===== src/rtl/axil_pkt_writer_pkg.sv =====
// Shared constants and state type for the AXI4-Lite packet writer.
package axil_pkg;

  localparam logic [1:0] RESP_OKAY   = 2'b00;
  localparam logic [1:0] RESP_EXOKAY = 2'b01;
  localparam logic [1:0] RESP_SLVERR = 2'b10;
  localparam logic [1:0] RESP_DECERR = 2'b11;

  localparam logic [31:0] ADDR_DATA   = 32'h0000_0000;
  localparam logic [31:0] ADDR_COMMIT = 32'h0000_0004;

  typedef enum logic [1:0] {
    S_IDLE,
    S_ADDR_DATA,
    S_RESP,
    S_DONE
  } wr_state_t;

endpackage


===== src/rtl/axil_pkt_writer_if.sv =====
// AXI4-Lite write-channel bundle (AW, W, B) between the packet writer and the sorter slave.
interface axil_pkt_writer_if #(
  parameter int ADDR_W = 32,
  parameter int DATA_W = 32
);

  logic                  AWVALID;
  logic                  AWREADY;
  logic [ADDR_W-1:0]     AWADDR;
  logic [2:0]            AWPROT;
  logic                  WVALID;
  logic                  WREADY;
  logic [DATA_W-1:0]     WDATA;
  logic [DATA_W/8-1:0]   WSTRB;
  logic                  BVALID;
  logic                  BREADY;
  logic [1:0]            BRESP;

  modport master (
    output AWVALID, AWADDR, AWPROT, WVALID, WDATA, WSTRB, BREADY,
    input  AWREADY, WREADY, BVALID, BRESP
  );

  modport slave (
    input  AWVALID, AWADDR, AWPROT, WVALID, WDATA, WSTRB, BREADY,
    output AWREADY, WREADY, BVALID, BRESP
  );

endinterface


===== src/rtl/axil_pkt_writer_sat_ctr.sv =====
// 8-bit outcome counter that sticks at 8'hFF instead of wrapping.
module axil_sat_ctr (
  input  logic       clk,
  input  logic       rst,
  input  logic       inc,
  output logic [7:0] count
);

  always_ff @(posedge clk or negedge rst) begin
    if (!rst) begin
      count <= 8'd0;
    end else if (inc && (count != 8'hFF)) begin
      count <= count + 8'd1;
    end
  end

endmodule


===== src/rtl/axil_pkt_writer.sv =====
// AXI4-Lite write master: one single-beat write per packet word, BRESP reported upstream
// with saturating outcome totals. Optional B-channel timeout under AXIL_WR_TIMEOUT_EN.
module axil_pkt_writer
  import axil_pkg::*;
#(
  parameter int ADDR_W      = 32,
  parameter int DATA_W      = 32,
  parameter int TIMEOUT_CYC = 64
) (
  input  logic                clk,
  input  logic                rst,
  input  logic                req_valid,
  output logic                req_ready,
  input  logic [DATA_W-1:0]   req_data,
  input  logic                req_commit,
  axil_pkt_writer_if.master   axi,
  output logic                resp_valid,
  output logic [1:0]          resp_code,
  output logic                resp_timeout,
  output logic [7:0]          valid_cnt,
  output logic [7:0]          invalid_cnt,
  output logic [7:0]          err_cnt,
  output wr_state_t           state_dbg
);

  // Handshakes: a transfer happens on a rising edge where VALID and READY are both high;
  // once raised, VALID and its payload hold steady until that edge.

  typedef logic [$clog2(TIMEOUT_CYC + 1)-1:0] to_cnt_t;

  wr_state_t         state, state_nxt;
  logic              run_q;
  logic              awvalid_q, wvalid_q;
  logic              aw_done_q, w_done_q;
  logic              commit_q;
  logic [ADDR_W-1:0] awaddr_q;
  logic [DATA_W-1:0] wdata_q;
  logic [1:0]        resp_code_q;
  logic              accept, aw_hs, w_hs, b_hs, to_fire, done;

  assign req_ready = run_q && (state == S_IDLE);
  assign accept    = req_valid && req_ready;
  assign aw_hs     = awvalid_q && axi.AWREADY;
  assign w_hs      = wvalid_q && axi.WREADY;
  assign b_hs      = (state == S_RESP) && axi.BVALID;
  assign done      = (state == S_DONE);

`ifdef AXIL_WR_TIMEOUT_EN
  to_cnt_t to_cnt;
  logic    timeout_q;

  assign to_fire = (state == S_RESP) && !axi.BVALID && (to_cnt == to_cnt_t'(TIMEOUT_CYC - 1));

  always_ff @(posedge clk or negedge rst) begin
    if (!rst) begin
      to_cnt    <= '0;
      timeout_q <= 1'b0;
    end else begin
      to_cnt <= (state == S_RESP) ? to_cnt + 1'b1 : '0;
      if (accept) begin
        timeout_q <= 1'b0;
      end else if (to_fire) begin
        timeout_q <= 1'b1;
      end
    end
  end

  assign resp_timeout = done && timeout_q;
`else
  assign to_fire      = 1'b0;
  assign resp_timeout = 1'b0;
`endif

  always_comb begin
    state_nxt = state;
    case (state)
      S_IDLE:      if (accept) state_nxt = S_ADDR_DATA;
      S_ADDR_DATA: if ((aw_done_q || aw_hs) && (w_done_q || w_hs)) state_nxt = S_RESP;
      S_RESP:      if (b_hs || to_fire) state_nxt = S_DONE;
      S_DONE:      state_nxt = S_IDLE;
      default:     state_nxt = S_IDLE;
    endcase
  end

  always_ff @(posedge clk or negedge rst) begin
    if (!rst) begin
      state       <= S_IDLE;
      run_q       <= 1'b0;
      awvalid_q   <= 1'b0;
      wvalid_q    <= 1'b0;
      aw_done_q   <= 1'b0;
      w_done_q    <= 1'b0;
      commit_q    <= 1'b0;
      awaddr_q    <= '0;
      wdata_q     <= '0;
      resp_code_q <= 2'b00;
    end else begin
      state <= state_nxt;
      run_q <= 1'b1;
      if (accept) begin
        awaddr_q  <= req_commit ? ADDR_W'(ADDR_COMMIT) : ADDR_W'(ADDR_DATA);
        wdata_q   <= req_data;
        commit_q  <= req_commit;
        awvalid_q <= 1'b1;
        wvalid_q  <= 1'b1;
        aw_done_q <= 1'b0;
        w_done_q  <= 1'b0;
      end else begin
        // Each channel retires on its own edge; the other may still be waiting.
        if (aw_hs) begin
          awvalid_q <= 1'b0;
          aw_done_q <= 1'b1;
        end
        if (w_hs) begin
          wvalid_q <= 1'b0;
          w_done_q <= 1'b1;
        end
      end
      if (b_hs) begin
        resp_code_q <= axi.BRESP;
      end else if (to_fire) begin
        resp_code_q <= RESP_SLVERR;
      end
    end
  end

  assign axi.AWVALID = awvalid_q;
  assign axi.AWADDR  = awaddr_q;
  assign axi.AWPROT  = 3'b000;
  assign axi.WVALID  = wvalid_q;
  assign axi.WDATA   = wdata_q;
  assign axi.WSTRB   = '1;
  assign axi.BREADY  = (state == S_RESP);

  assign resp_valid = done;
  assign resp_code  = resp_code_q;
  assign state_dbg  = state;

  axil_sat_ctr u_valid_ctr (
    .clk   (clk),
    .rst   (rst),
    .inc   (done && commit_q && (resp_code_q == RESP_OKAY)),
    .count (valid_cnt)
  );

  axil_sat_ctr u_invalid_ctr (
    .clk   (clk),
    .rst   (rst),
    .inc   (done && commit_q && (resp_code_q == RESP_EXOKAY)),
    .count (invalid_cnt)
  );

  axil_sat_ctr u_err_ctr (
    .clk   (clk),
    .rst   (rst),
    .inc   (done && resp_code_q[1]),
    .count (err_cnt)
  );

endmodule


===== src/flat_wrapper.sv =====
// flat-port wrapper written by rule: the top's interface ports become plain ports
module axil_pkt_writer_flat import axil_pkg::*;
#(
  parameter int ADDR_W      = 32,
  parameter int DATA_W      = 32,
  parameter int TIMEOUT_CYC = 64
)
  (clk, rst, req_valid, req_ready, req_data, req_commit, resp_valid, resp_code, resp_timeout, valid_cnt, invalid_cnt, err_cnt, state_dbg, axi_AWVALID, axi_AWADDR, axi_AWPROT, axi_WVALID, axi_WDATA, axi_WSTRB, axi_BREADY, axi_AWREADY, axi_WREADY, axi_BVALID, axi_BRESP);
  axil_pkt_writer_if #(.ADDR_W(ADDR_W), .DATA_W(DATA_W)) axi_i ();
  input  logic clk;
  input  logic rst;
  input  logic req_valid;
  output logic req_ready;
  input  logic [DATA_W-1:0] req_data;
  input  logic req_commit;
  output logic resp_valid;
  output logic [1:0] resp_code;
  output logic resp_timeout;
  output logic [7:0] valid_cnt;
  output logic [7:0] invalid_cnt;
  output logic [7:0] err_cnt;
  output wr_state_t state_dbg;
  output wire logic [$bits(axi_i.AWVALID)-1:0] axi_AWVALID;
  output wire logic [$bits(axi_i.AWADDR)-1:0] axi_AWADDR;
  output wire logic [$bits(axi_i.AWPROT)-1:0] axi_AWPROT;
  output wire logic [$bits(axi_i.WVALID)-1:0] axi_WVALID;
  output wire logic [$bits(axi_i.WDATA)-1:0] axi_WDATA;
  output wire logic [$bits(axi_i.WSTRB)-1:0] axi_WSTRB;
  output wire logic [$bits(axi_i.BREADY)-1:0] axi_BREADY;
  input wire logic [$bits(axi_i.AWREADY)-1:0] axi_AWREADY;
  input wire logic [$bits(axi_i.WREADY)-1:0] axi_WREADY;
  input wire logic [$bits(axi_i.BVALID)-1:0] axi_BVALID;
  input wire logic [$bits(axi_i.BRESP)-1:0] axi_BRESP;
  assign axi_AWVALID = axi_i.AWVALID;
  assign axi_AWADDR = axi_i.AWADDR;
  assign axi_AWPROT = axi_i.AWPROT;
  assign axi_WVALID = axi_i.WVALID;
  assign axi_WDATA = axi_i.WDATA;
  assign axi_WSTRB = axi_i.WSTRB;
  assign axi_BREADY = axi_i.BREADY;
  assign axi_i.AWREADY = axi_AWREADY;
  assign axi_i.WREADY = axi_WREADY;
  assign axi_i.BVALID = axi_BVALID;
  assign axi_i.BRESP = axi_BRESP;
  axil_pkt_writer #(.ADDR_W(ADDR_W), .DATA_W(DATA_W), .TIMEOUT_CYC(TIMEOUT_CYC)) u_core (.clk(clk), .rst(rst), .req_valid(req_valid), .req_ready(req_ready), .req_data(req_data), .req_commit(req_commit), .axi(axi_i), .resp_valid(resp_valid), .resp_code(resp_code), .resp_timeout(resp_timeout), .valid_cnt(valid_cnt), .invalid_cnt(invalid_cnt), .err_cnt(err_cnt), .state_dbg(state_dbg));
endmodule

===== config.mk =====
export PLATFORM = sky130hd
export DESIGN_NAME = axil_pkt_writer_flat
export DESIGN_NICKNAME = d
export VERILOG_FILES = /design/src/rtl/axil_pkt_writer_pkg.sv /design/src/rtl/axil_pkt_writer_if.sv /design/src/rtl/axil_pkt_writer_sat_ctr.sv /design/src/rtl/axil_pkt_writer.sv /design/src/flat_wrapper.sv
export SDC_FILE = /design/constraint.sdc
export NUM_CORES = 1
export LEC_CHECK = 0
export CELL_PAD_IN_SITES_DETAIL_PLACEMENT = 1
export CELL_PAD_IN_SITES_GLOBAL_PLACEMENT = 1
export CORE_UTILIZATION = 32
export CTS_BUF_LIST = sky130_fd_sc_hd__clkbuf_8
export CTS_CLUSTER_DIAMETER = 50
export CTS_CLUSTER_SIZE = 40
export DETAILED_ROUTE_END_ITERATION = 8
export PLACE_DENSITY = 0.88
export SYNTH_ARGS = -nofsm -noshare
export SYNTH_HDL_FRONTEND = slang
export SYNTH_SLANG_ARGS = --single-unit

===== constraint.sdc =====
create_clock -name clk -period 1.95 [get_ports clk]
set_input_delay 0.39 -clock clk [delete_from_list [all_inputs] [get_ports clk]]
set_output_delay 0.39 -clock clk [all_outputs]
set_load 0.005 [all_outputs]

; Word level (Yosys, flattened, before mapping)
; Index checks and enable logic that the tools add are counted.
[word_totals]
regBits = 98
input_bits = 41
out_inout_bits = 105
wordCells = 59
[op_classes]
add_sub_neg = 3
eq_ne = 10
mux = 13
reduce_logical = 20
[ops]
columns = cell, count
row1 = 8-bit by 1-bit adder with 8-bit output (second input constant), 3
row2 = 8-bit inequality test (second input constant), 3
row3 = 1-bit logical AND, 13
row4 = 1-bit two-way mux, 8
row5 = 2-bit case mux with 4 select lines, 1
row6 = 2-bit two-way mux, 3
row7 = 2-bit by 1-bit inequality test with 1-bit output (second input constant), 3
row8 = 2-bit by 1-bit == test with 1-bit output (second input constant), 2
row9 = 2-bit == test (second input constant), 2
row10 = 2-bit zero test, 2
row11 = 2-bit nonzero test, 2
row12 = 3-bit two-way mux, 1
row13 = 3-bit AND reduction, 1
row14 = 1-bit logical OR, 2

; Depth between registers and ports, before layout
[logic_depth]
word_depth = 5
ltp_mapped = 7
depth_no_buf = 5

; Cells and area by module
; From an unflattened synthesis, not the netlist that was laid out.
[hier_totals]
hier_cells = 254
hier_area_um2 = 3364.5
[by_module_without_submodules]
columns = module, n_inst, cells_each, area_each_um2, seq_area_each_um2
row1 = axil_pkt_writer, 1, 152, 2140.8, 1051.0
row2 = axil_sat_ctr, 3, 34, 407.9, 200.2

; Worst setup path after synthesis
; No wires, ideal clock.
[synth_path]
kind = reg2reg
startpoint = register u_core.state[0], in the netlist u_core.state_dbg[0]
endpoint = register u_core.wdata_q[10], in the netlist u_core.axi.WDATA[10]
setup_time_ns = 0.125
arrival_time_ns = 1.524
path_slack_ns = 0.302
stages_incl_launch_ff = 8
n_path_buf = 2
synth_period_minus_slack_ns = 1.648
cell_sequence = dfrtp_1 > inv_1 > ha_1 > and2_1 > buf_2 > nand2_4 > buf_6 > mux2_2
[synth_via]
elab_chain_cells = 3
[synth_lines]
columns = element, line
row1 = from (decl), axil_pkt_writer.sv:31  ; wr_state_t state, state_nxt;
row2 = from (signal assigned), axil_pkt_writer.sv:98  ; state <= state_nxt;
row3 = 2-bit zero test, axil_pkt_writer.sv:41  ; assign req_ready = run_q && (state == S_IDLE);
row4 = 1-bit logical AND, axil_pkt_writer.sv:41
row5 = net req_ready, flat_wrapper.sv:13  ; output logic req_ready;
row6 = 1-bit logical AND, axil_pkt_writer.sv:42  ; assign accept = req_valid && req_ready;
row7 = to (signal assigned), axil_pkt_writer.sv:102  ; wdata_q <= req_data;
row8 = to (decl), axil_pkt_writer.sv:37  ; logic [DATA_W-1:0] wdata_q;
; The timed path passes the listed nets, and every way through them passes these cells.
; A chain may end at the register's enable or synchronous reset.

; Worst setup path in the final report
[layout_path]
startpoint = register u_core.state[0], in the netlist u_core.state_dbg[0]
endpoint = output port req_ready
[layout_via]
elab_chain_cells = 2
[layout_lines]
columns = element, line
row1 = 2-bit zero test, axil_pkt_writer.sv:41
row2 = 1-bit logical AND, axil_pkt_writer.sv:41
row3 = to (decl), flat_wrapper.sv:13
; No other way between the ends.

==> metrics <==
EDFF count, synth=0; RR Startpoint=u_core.state_dbg[0]$_DFFE_PN0P_; Sw Pwr=roughly 0.0016 W; layout cell share with drive strength beyond 1=about a fifth; post-layout min period=1.84 ns; drt wl/cell=about 14 um; combinational power share=roughly two fifths; Slew Viols, Final=0; fin worst setup slack=~0.11 ns; Async SR Flop Fraction=100%; FF-to-FF End=u_core.u_invalid_ctr.count[1]$_DFFE_PN0P_; yosys warns=0; GR Overflow Total=0; Worst setup startpoint=u_core.state_dbg[0]$_DFFE_PN0P_; via count=~2300; DP Wirelength=roughly 5600 um; CP delay by family, top=flip-flops; Mapped Cells=approximately 260; Crit. End Element=output port; PwrDens=~1300 nW/um^2; WP depth=4; Reg power frac=between 40% and 50%; Initial Util=approximately a third; CP peak stage delay=just over 0.4 ns; IO Count=roughly 150; Worst R2R Setup Slack=0.18 ns; Max VDD drop=just under 0.0006 V; crit path to=req_ready; skew final=approximately 0.0090 ns; MaxCap Viol Count=0; CTS tree=yes; clk root buf=clkbuf_8; critical-path cell list=inv_2, ha_1, and2_4, dlygate4sd2_1; post-route ant nets=0; flops & latches, synth=66; WP data required=between 1.5 and 2 ns; most instantiated cells after synthesis=66 x dfrtp_1, 45 x mux2_2, 40 x buf_4; Synth Area per Inst=about 12 um^2; worst skew pair latency=0.32 ns; Setup-failing EPs final=0; net switching share of the total power=29.3%; Die H=102 um; Max Clk Rate=around 540 MHz; H-tree lvl count=3; slowest stage cell, crit path=dfrtp_1; First DRT Iteration DRCs=20; drt total wl=~7500 um; Die Width=102 um; Sink Count=66; drt pass-1 iters=6; leading post-synthesis cells by cell area=dfrtp_1 52%, mux2_2 16%, buf_4 9.4%; Max Buffers Root-to-Sink=2; GRT Total Usage=about 15%; Most used DFF post-synth=dfrtp_1; Post-route DRC=0; DR WL met2=4020 um; Worst-path clk slew=0.07 ns; post-synthesis cell type count=38; clock group share of total power=a little under a fifth; area grow syn2layout=40.2%; WS Path Type=flop to output port; CP Launch Type=flop; Yosys top cell area share=a little over 50%; Mapped Area=~3200 um^2; Reg2Reg Depth=5; Place WS=between 0.004 and 0.005 ns; Worst Path Buf+Inv=2; Worst Hold Class=input pin to asynchronous set/reset pin; GPL Wtd Cong=~0.75; post-synthesis sequential area ratio=around half; Final Hold Viols=0; Final Cycle Share=between 90 and 100%; WP data arrival=approximately 1.5 ns; WL met1=approximately 3000 um; highest metal used=met4; vias in the first global route=2326; initial antenna violation count=0; Internal Power=between 0.003 and 0.004 W; core area=9680 um^2; total number of placement rows=36; CP max FO=4; Buffers on Ports=106; cts-stage hold buffer count=0; die area=just over 10000 um^2; net count reported at finish=roughly 430; first-pass GRT wire length=about 12000 um; largest net degree at the start of global routing=67; Synth area leader=dfrtp_1; RSZ-0062 raised after global routing=false; met3 WL=between 300 and 400 um; status=finished clean; CTS buffer count=9; ant diodes=0; Via density=approximately 4.4; Fin Setup TNS=0 ns; Leakage=a little under 2 nW; most numerous cell in the Yosys netlist=dfrtp_1
[metrics by stage]
stage	hold slack (ns)	instances	power, W	area, um^2	utilization, %
global placement	0.440	498	0.00439	4240	43.8
finish	0.0667	516	0.00559	4460	46.0
detailed placement	0.442	498	0.00454	4240	43.8
floorplan	0.0944	301	0.00317	3320	-
CTS	0.0782	516	0.00568	4450	46.0
global route	0.0927	516	0.00596	4460	46.0
[final cells by class]
class / instances / area (um^2)
fill: 1066 / 5230
sequential: 66 / 1650
multi-input combinational: 185 / 1320
timing repair buffer: 112 / 1120
tap: 133 / 166
clock buffer: 12 / 165
inverter: 6 / 22.5
clock inverter: 2 / 12.5
[power by group through the flow]
stage               Sequential, W  Combinational, W  Clock, W
floorplan                 0.00226          0.000909         0
global placement          0.00224           0.00215         0
detailed placement        0.00230           0.00224         0
CTS                       0.00227           0.00232   0.00110
global route              0.00234           0.00248   0.00114
finish                    0.00226           0.00228   0.00105
[per-layer routing]
layer,global-route usage (%),vias up
met4,6.13,0
met5,0,-
li1,-,1052
met3,3.17,9
met2,24.9,67
met1,17.6,1133
[worst min-delay path by stage]
stage / start / end / slack [ns] / cells past startpoint
after floorplan: rst / u_core.aw_done_q$_DFFE_PN0P_ / 0.09 / 0
after global placement: rst / u_core.axi.WDATA[16]$_DFFE_PN0P_ / 0.44 / 2
after detailed placement: rst / u_core.axi.WDATA[23]$_DFFE_PN0P_ / 0.44 / 2
after CTS: rst / u_core.axi.WDATA[23]$_DFFE_PN0P_ / 0.08 / 2
after global routing: rst / u_core.axi.WDATA[24]$_DFFE_PN0P_ / 0.09 / 2
final: rst / u_core.axi.WDATA[23]$_DFFE_PN0P_ / 0.07 / 2
[what timing repair did]
item                                    4_1_cts  5_1_grt
endpoints found under the hold margin         0        0
cloned                                        0        0
gates resized for setup                       8        1
buffers inserted                              4        0
endpoints found under the setup margin        3        1
[cell usage in the layout (no fill, tap or decap), drive strengths merged, types with 2 or more instances in the layout]
| cell | netlist | layout |
|---|---|---|
| clkbuf | 0 | 12 |
| o21ai | 5 | 5 |
| mux2i | 2 | 2 |
| conb | 2 | 40 |
| dfrtp | 66 | 66 |
| ha | 8 | 8 |
| and3 | 3 | 3 |
| nand2b | 4 | 4 |
| xnor2 | 5 | 5 |
| o21a | 2 | 2 |
| nand4 | 4 | 4 |
| nand2 | 15 | 15 |
| nor2b | 2 | 2 |
| dlygate4sd2 | 0 | 3 |
| and2 | 2 | 2 |
| a21oi | 8 | 8 |
| nand3 | 14 | 14 |
| nor2 | 12 | 12 |
| buf | 44 | 7 |
| inv | 6 | 6 |
| a31oi | 2 | 2 |
| mux2 | 46 | 46 |
| clkdlybuf4s50 | 0 | 102 |
[cells by family (layout without fill, tap and decap cells)]
family	after synthesis	after routing	share of synthesized area, %
AOI/OAI and AO/OA	21	21	3.94
xor gates and xnor gates	6	6	1.65
adders and majority gates	8	8	3.15
buffers and inverters	50	132	11.4
DFF	66	66	52.0
muxes	48	48	17.0
other	2	40	0.236
and+or+nand+nor	62	62	10.6
[registers in the layout, indices dropped and copies added (netlist names)]
signal / count
u_core.state_dbg: 2
u_core.w_done_q: 1
u_core.aw_done_q: 1
u_core.resp_code: 2
u_core.u_err_ctr.count: 8
u_core.axi.WVALID: 1
u_core.u_valid_ctr.count: 8
u_core.axi.AWVALID: 1
u_core.axi.AWADDR: 1
u_core.axi.WDATA: 32
u_core.run_q: 1
u_core.u_invalid_ctr.count: 8
No activity file was read; power rests on OpenSTA's default activity.
